**config.mk**
```make
export PLATFORM = sky130hd
export DESIGN_NAME = mem_bus_arbiter
export DESIGN_NICKNAME = d
export VERILOG_FILES = /design/src/rtl/mem_bus_arbiter.sv
export SDC_FILE = /design/constraint.sdc
export NUM_CORES = 1
export LEC_CHECK = 0
export ABC_AREA = 1
export CAP_MARGIN = 10
export CORE_MARGIN = 3
export CORE_UTILIZATION = 25
export DETAILED_ROUTE_END_ITERATION = 6
export GPL_ROUTABILITY_DRIVEN = 1
export HOLD_SLACK_MARGIN = 0.02
export PLACE_DENSITY = 0.64
export SETUP_SLACK_MARGIN = 0.4
export SYNTH_ARGS = -nofsm -noshare
export SYNTH_HDL_FRONTEND = slang
export SYNTH_SLANG_ARGS = --single-unit
```
**constraint.sdc**
```tcl
create_clock -name clk -period 1.7 [get_ports clk]
set_input_delay 0.51 -clock clk [delete_from_list [all_inputs] [get_ports clk]]
set_output_delay 0.51 -clock clk [all_outputs]
set_load 0.02 [all_outputs]
```
**src/rtl/mem_bus_arbiter.sv**
```systemverilog
// -----------------------------------------------------------------------------
// mem_bus_arbiter
//
// Two-master arbiter for the native picorv32 memory bus. Master 0 (CPU) and
// master 1 (boot loader / DMA) share one downstream memory + MMIO port.
// Round-robin on simultaneous requests. A downstream access that does not
// complete within TIMEOUT_CYC cycles is terminated with ERR_RDATA and a
// one-cycle bus_err pulse. All outputs are registered.
//
// Ports
//   clk, resetn                      clock, asynchronous active-low reset
//   m0_valid/addr/wdata/wstrb (in)   master 0 request, held until m0_ready
//   m0_ready/rdata (out)             master 0 completion pulse and read data
//   m1_*                             same set for master 1
//   mem_valid/addr/wdata/wstrb (out) downstream request
//   mem_ready/rdata (in)             downstream completion and read data
//   grant (out)                      owner of current/last transaction
//   bus_err (out)                    one-cycle pulse on timeout completion
// -----------------------------------------------------------------------------
module mem_bus_arbiter #(
    parameter int unsigned TIMEOUT_CYC = 64,
    parameter logic [31:0] ERR_RDATA   = 32'hDEAD_BEEF
) (
    input  logic        clk,
    input  logic        resetn,
    input  logic        m0_valid,
    input  logic [31:0] m0_addr,
    input  logic [31:0] m0_wdata,
    input  logic [3:0]  m0_wstrb,
    output logic        m0_ready,
    output logic [31:0] m0_rdata,
    input  logic        m1_valid,
    input  logic [31:0] m1_addr,
    input  logic [31:0] m1_wdata,
    input  logic [3:0]  m1_wstrb,
    output logic        m1_ready,
    output logic [31:0] m1_rdata,
    output logic        mem_valid,
    output logic [31:0] mem_addr,
    output logic [31:0] mem_wdata,
    output logic [3:0]  mem_wstrb,
    input  logic        mem_ready,
    input  logic [31:0] mem_rdata,
    output logic        grant,
    output logic        bus_err
);

    typedef enum logic [1:0] {
        IDLE   = 2'd0,
        ACCESS = 2'd1,
        RESP   = 2'd2
    } state_e;

    localparam int unsigned     CNT_W    = (TIMEOUT_CYC > 1) ? $clog2(TIMEOUT_CYC) : 1;
    localparam logic [CNT_W-1:0] CNT_LAST = CNT_W'(TIMEOUT_CYC - 1);

    state_e            state_q, state_d;
    logic              mem_valid_q, mem_valid_d;
    logic [31:0]       mem_addr_q, mem_addr_d;
    logic [31:0]       mem_wdata_q, mem_wdata_d;
    logic [3:0]        mem_wstrb_q, mem_wstrb_d;
    logic              m0_ready_q, m0_ready_d;
    logic              m1_ready_q, m1_ready_d;
    logic [31:0]       m0_rdata_q, m0_rdata_d;
    logic [31:0]       m1_rdata_q, m1_rdata_d;
    logic              grant_q, grant_d;
    logic              last_grant_q, last_grant_d;
    logic              bus_err_q, bus_err_d;
    logic [CNT_W-1:0]  cnt_q, cnt_d;

    logic              req_any;
    logic              pick_m1;
    logic              timeout_hit;
    logic [31:0]       rsp_data;

    assign req_any     = m0_valid | m1_valid;
    // Master 1 wins when it is the only requester, or on a tie when master 0
    // owned the previous transaction.
    assign pick_m1     = m1_valid & (~m0_valid | ~last_grant_q);
    assign timeout_hit = (cnt_q == CNT_LAST);
    // A real completion in the timeout cycle takes precedence over the error.
    assign rsp_data    = mem_ready ? mem_rdata : ERR_RDATA;

    // State register
    // NOTE: sequential state is updated with non-blocking assignments so every
    // flop samples the pre-edge values, independent of process ordering.
    always_ff @(posedge clk or negedge resetn) begin
        if (!resetn) begin
            state_q <= IDLE;
        end else begin
            state_q <= state_d;
        end
    end

    // Next-state logic
    always_comb begin
        // NOTE: every variable assigned in a combinational block gets a default
        // first, so no path leaves it unassigned and no latch is inferred.
        state_d = state_q;
        case (state_q)
            IDLE:    if (req_any) state_d = ACCESS;
            ACCESS:  if (mem_ready || timeout_hit) state_d = RESP;
            RESP:    state_d = IDLE;
            default: state_d = IDLE;
        endcase
    end

    // Output / datapath next-state logic
    always_comb begin
        mem_valid_d  = mem_valid_q;
        mem_addr_d   = mem_addr_q;
        mem_wdata_d  = mem_wdata_q;
        mem_wstrb_d  = mem_wstrb_q;
        grant_d      = grant_q;
        last_grant_d = last_grant_q;
        cnt_d        = cnt_q;
        m0_ready_d   = 1'b0;
        m1_ready_d   = 1'b0;
        m0_rdata_d   = 32'd0;
        m1_rdata_d   = 32'd0;
        bus_err_d    = 1'b0;

        case (state_q)
            IDLE: begin
                if (req_any) begin
                    mem_valid_d  = 1'b1;
                    mem_addr_d   = pick_m1 ? m1_addr  : m0_addr;
                    mem_wdata_d  = pick_m1 ? m1_wdata : m0_wdata;
                    mem_wstrb_d  = pick_m1 ? m1_wstrb : m0_wstrb;
                    grant_d      = pick_m1;
                    last_grant_d = pick_m1;
                    cnt_d        = '0;
                end
            end
            ACCESS: begin
                if (mem_ready || timeout_hit) begin
                    mem_valid_d = 1'b0;
                    bus_err_d   = ~mem_ready;
                    if (grant_q) begin
                        m1_ready_d = 1'b1;
                        m1_rdata_d = rsp_data;
                    end else begin
                        m0_ready_d = 1'b1;
                        m0_rdata_d = rsp_data;
                    end
                end else begin
                    cnt_d = cnt_q + CNT_W'(1);
                end
            end
            default: ;  // RESP: pulses fall back to their zero defaults
        endcase
    end

    // Output / datapath registers
    always_ff @(posedge clk or negedge resetn) begin
        if (!resetn) begin
            mem_valid_q  <= 1'b0;
            mem_addr_q   <= 32'd0;
            mem_wdata_q  <= 32'd0;
            mem_wstrb_q  <= 4'd0;
            m0_ready_q   <= 1'b0;
            m1_ready_q   <= 1'b0;
            m0_rdata_q   <= 32'd0;
            m1_rdata_q   <= 32'd0;
            grant_q      <= 1'b0;
            last_grant_q <= 1'b1;   // master 0 wins the first tie
            bus_err_q    <= 1'b0;
            cnt_q        <= '0;
        end else begin
            mem_valid_q  <= mem_valid_d;
            mem_addr_q   <= mem_addr_d;
            mem_wdata_q  <= mem_wdata_d;
            mem_wstrb_q  <= mem_wstrb_d;
            m0_ready_q   <= m0_ready_d;
            m1_ready_q   <= m1_ready_d;
            m0_rdata_q   <= m0_rdata_d;
            m1_rdata_q   <= m1_rdata_d;
            grant_q      <= grant_d;
            last_grant_q <= last_grant_d;
            bus_err_q    <= bus_err_d;
            cnt_q        <= cnt_d;
        end
    end

    assign mem_valid = mem_valid_q;
    assign mem_addr  = mem_addr_q;
    assign mem_wdata = mem_wdata_q;
    assign mem_wstrb = mem_wstrb_q;
    assign m0_ready  = m0_ready_q;
    assign m1_ready  = m1_ready_q;
    assign m0_rdata  = m0_rdata_q;
    assign m1_rdata  = m1_rdata_q;
    assign grant     = grant_q;
    assign bus_err   = bus_err_q;

endmodule
```
# Yosys cells after proc, flatten, opt, wreduce, memory -nomap -nowiden
# Index checks and enable logic that the tools add are counted.
classes:
  n_addsub: 1
  multipliers: 0
  div_mod_pow: 0
  order_cmp: 0
  eq_ne: 5
  n_shift: 0
  muxes: 27
  bitwise: 6
  n_reduce_logical: 7
op_table:
  columns: ["operator", "count"]
  rows:
  - ["$mux 32", 9]
  - ["$mux 6", 2]
  - ["$pmux 6 s2", 1]
  - ["$mux 1", 10]
  - ["$add 6x1->6 const B", 1]
  - ["$eq 6x6->1 const B", 1]
  - ["$ne 2x2->1 const B", 3]
  - ["$reduce_and 3->1", 2]
  - ["$mux 2", 2]
  - ["$mux 4", 1]
  - ["$pmux 2 s2", 1]
  - ["$reduce_and 2->1", 2]
  - ["$not 1->1", 3]
  - ["$eq 2x1->1 const B", 1]
  - ["$logic_not 2->1", 1]
  - ["$or 1x1->1", 2]
  - ["$pmux 1 s2", 1]
  - ["$reduce_bool 2->1", 1]
  - ["$and 1x1->1", 1]
  - ["$logic_or 1x1->1", 1]
word_totals:
  regBits: 146
  latch_bits: 0
  ram_bits: 0
  mem_bits_ro: 0
  inputBits: 173
  mem_count: 0

# Logic depth before layout (Yosys ltp)
logic_depth:
  ltp_word: 4
  mapped_depth: 8
  mapped_depth_nobuf: 8

# Least setup slack after synthesis
# No wires, ideal clock.
synth_timing:
  kind: "register -> register"
  startpoint: "reg cnt_q[0]"
  endpoint: "reg m0_rdata_q[15], in the netlist m0_rdata[15]"
  t_arrival_ns: 1.324
  t_required_ns: 1.579
  path_slack_ns: 0.256
  path_stages_with_launch: 9
  cell_sequence: "dfrtp_1 -> ha_1 -> nand3_2 -> nor2_1 -> nor2_2 -> inv_1 -> nand2_2 -> buf_6 -> nor2_1"
synth_via:
  elab_chain_cells: 4
synth_rtl:
  columns: ["item", "line_no", "text"]
  rows:
  - ["from (decl)", "69", "logic [CNT_W-1:0] cnt_q, cnt_d;"]
  - ["from (signal assigned)", "181", "cnt_q <= cnt_d;"]
  - ["$eq 6x6->1", "80", "assign timeout_hit = (cnt_q == CNT_LAST);"]
  - ["$logic_or 1x1->1", "136", "if (mem_ready || timeout_hit) begin"]
  - ["$mux 32", "136", null]
  - ["$mux 32", "123", "case (state_q)"]
  - ["named net m0_rdata_d[15]", "64", "logic [31:0] m0_rdata_q, m0_rdata_d;"]
  - ["to (signal assigned)", "176", "m0_rdata_q <= m0_rdata_d;"]
  - ["to (decl)", "64", null]
# The timed path passes the listed nets, and every way through them passes these cells.
# A chain may end at the register's enable or synchronous reset.

# Worst setup path in the final report
layout_timing:
  startpoint: "reg mem_addr_q[8], in the netlist mem_addr[8]"
  endpoint: "out mem_addr[8]"
layout_rtl:
  columns: ["item", "line_no", "text"]
  rows:
  - ["from (decl)", "59", "logic [31:0] mem_addr_q, mem_addr_d;"]
  - ["from (signal assigned)", "171", "mem_addr_q <= mem_addr_d;"]
  - ["to (decl)", "39", "output logic [31:0] mem_addr,"]
# No word-level cell between the ends.

==> metrics.txt <==
outcome=complete, no violations; grt total ovfl=0; initial antenna violation count=0; CTS Buffer Depth=2; critical path depth in cells=1; post-synthesis simple-gate area fraction=19.4%; DRT iter0 DRCs=256; CTS H-tree depth=4; Peak Freq=663 MHz; Seq/Total Area, Yosys=63.8%; Syn Inst Count=620; CP bufs+invs=1; Pwr Density=1620 mW/mm²; Clock Sinks=146; clock root buffer=clkbuf_16; width of the chip=157 µm; critical path's slowest cell=dfrtp_2; worst reg2reg path depth=9; GRT Util Overall=16.8%; count leader, synth=nor2_1; Final Non-Filler Cells=1289; post-DR wirelength/cell=17.5 µm; Post-Place Setup Slack=-0.246 ns; main combinational cell family by area after synthesis=simple AND/OR/NAND/NOR gates; Required @ worst endpoint=1.19 ns; Final Skew=0.0147 ns; P_leak=5.12 nW; pin count of the biggest net entering global routing=43; CP Cell Sequence=buf_6; Port Buffer Count=309; Power Total=18.1 mW; sequential power share=30.1%; first-pass GRT wire length=31800 µm; Slew headroom=72.7%; gpl congestion=0.813; number of global-route vias before repair=5691; setup TNS=0 ns; top cells by area, synth=dfrtp_1 63%, nor2_1 11%, o21ai_0 9.1%; CTS tree=done; Mapped Nets=794; Synth area leader=dfrtp_1; Reg clk slew, reported paths=0.07 ns; hold crit path type=reg -> reg; antenna-violating nets left=0; Final Hold Fails=0; Yosys warnings=0; worst setup margin=0.192 ns; final WL=22600 µm; hold path depth=2; synthesized area per cell=9.24 µm²; diode count=0; area of the multi-input gates=0.00221 mm²; CTS buffer count=17; Cells after DPL=1205; Post-Synth XOR/XNOR Area=0.153%; Core Region=0.0222 mm²; Worst IR Drop VDD=0.000678 V; post-synth top area share=63.3%; row count=54; Slew @ Worst Pin=0.407 ns; max-cap viol count=0; DR vias=5761; Reg area=0.00366 mm²; Die Y=157 µm; compound-gate portion of the synthesized area=12.2%; number of vias per cell=4.47; ys async rst share=100%; Slew Viols, Final=0; switch share=38.5%; die area=0.0248 mm²; Comb pwr share=50.0%; CP arrival=1.00 ns; Synth top cells by count=165 x nor2_1, 145 x dfrtp_1, 104 x o21ai_0; post-synthesis mux area share=0%; fill count=2073; clock latency on the worst-skew pair=0.42 ns; Post-layout nets=1170; fin crit period=1.51 ns; Max FO, Critical Path=2; initial core utilization=25.9%; CP Launch Type=flop; Post-Syn Area=0.00573 mm²; WS Path Type=reg -> out; Cell variety after synth=24; Pre-antenna DRT Iters=4; number of register bits inferred by synthesis=146; Internal Dissipation=11.1 mW; switching pwr=6.96 mW; post-detail-place hpwl=14400 µm; Area Growth Syn to Fin=94.5%; layout cell share with drive strength beyond 1=32.3%; final setup vio count=0; Post-synth EDFFs=0; max incr delay on CP=0.44 ns; post-synthesis adder-cell area fraction=0.218%; ys flop type=dfrtp_1; Final Cycle Share=88.7%; clock network fraction of total power=19.9%; Remaining DRCs=0; CP endpoint kind=primary output; setup repair after global routing missed its margin=true; Crit path max-delay family=flip-flops; io pins=310
-- worst min-delay path, stage by stage (launching register included) --
cell and delay [ns]:
dfstp_2 0.37, nand2_1 0.06, nand2_1 0.04
-- final cells by class --
cell class	instances	share of cell area (%)
Timing Repair Buffer	389	38.6
Sequential cell	146	32.8
Inverter	13	0.617
Tap cell	280	3.14
Clock inverter	14	1.07
Clock buffer	18	3.94
Multi-Input combinational cell	429	19.8
-- sequential cells by signal, indices dropped and copies added (netlist names), 2 cells and up --
register,cells
mem_wstrb,4
m0_rdata,32
mem_addr,32
m1_rdata,32
mem_wdata,32
cnt_q,6
state_q,2
-- metal layers --
metal / vias up / wire length (µm) / global-route usage [%]
met3: 18 / 2100 / 5.86
li1: 2762 / - / -
met2: 272 / 11500 / 28.8
met1: 2709 / 8790 / 20.0
met5: - / 0 / 0
met4: 0 / 240 / 4.83
-- path summary, 6_finish.rpt --
check | start | end | slack (ns)
worst min register to register | last_grant_q | last_grant_q | 0.47
min in group asynchronous | resetn | m1_rdata[20] | 0.56
worst max register to register | cnt_q[0] | m1_rdata[26] | 0.20
worst min-delay path | last_grant_q | last_grant_q | 0.47
worst max-delay path | mem_addr[8] | mem_addr[8] | 0.19
max in group asynchronous | resetn | cnt_q[2] | 0.59
-- placed cells by master (no fill, tap or decap), drive strengths merged --
| master | count |
|---|---|
| buf | 213 |
| clkdlybuf4s50 | 168 |
| nor2 | 167 |
| dfrtp | 145 |
| o21ai | 140 |
| nand2 | 106 |
| clkbuf | 22 |
| inv | 20 |
| nand3 | 10 |
| clkinvlp | 4 |
| clkinv | 3 |
| nor3b | 2 |
| dlygate4sd2 | 2 |
| nor4 | 1 |
| or2 | 1 |
| xor2 | 1 |
| ha | 1 |
| dlygate4sd3 | 1 |
| dlymetal6s2s | 1 |
| dfstp | 1 |
-- kinds of logic (layout without fill, tap and decap cells) --
family / after synthesis / count (layout)
AOI/OAI and AO/OA: 140 / 140
buffers and inverters: 49 / 434
xor gates and xnor gates: 1 / 1
DFF: 146 / 146
and+or+nand+nor: 283 / 287
adders and majority gates: 1 / 1
-- stage by stage --
| stage | hold WS [ns] | instance area [µm²] | utilization, % |
|---|---|---|---|
| after floorplan | 0.214 | 5780 | - |
| after global placement | 0.425 | 9380 | 42.3 |
| after detailed placement | 0.424 | 9380 | 42.3 |
| after CTS | 0.472 | 10600 | 48.0 |
| after global routing | 0.512 | 11100 | 50.3 |
| final | 0.470 | 11100 | 50.3 |
-- what timing repair did --
item                                   in CTS  in global routing
cloned                                      8                  8
buffers inserted                           21                 14
gates resized for setup                   869                112
pin swaps                                   7                 20
setup endpoints to repair                 265                273
endpoints found under the hold margin      26                  0
hold buffers                                1                  0
-- power groups by stage --
stage / logic, mW / clock network [mW] / registers [mW]
2_1_floorplan: 2.01 / 0 / 6.59
3_3_place_gp: 6.98 / 0 / 5.23
3_5_place_dp: 7.03 / 0 / 5.25
4_1_cts: 8.19 / 3.70 / 5.44
5_1_grt: 9.71 / 3.86 / 5.57
6_report: 9.03 / 3.60 / 5.44
No activity file was read; power rests on OpenSTA's default activity.
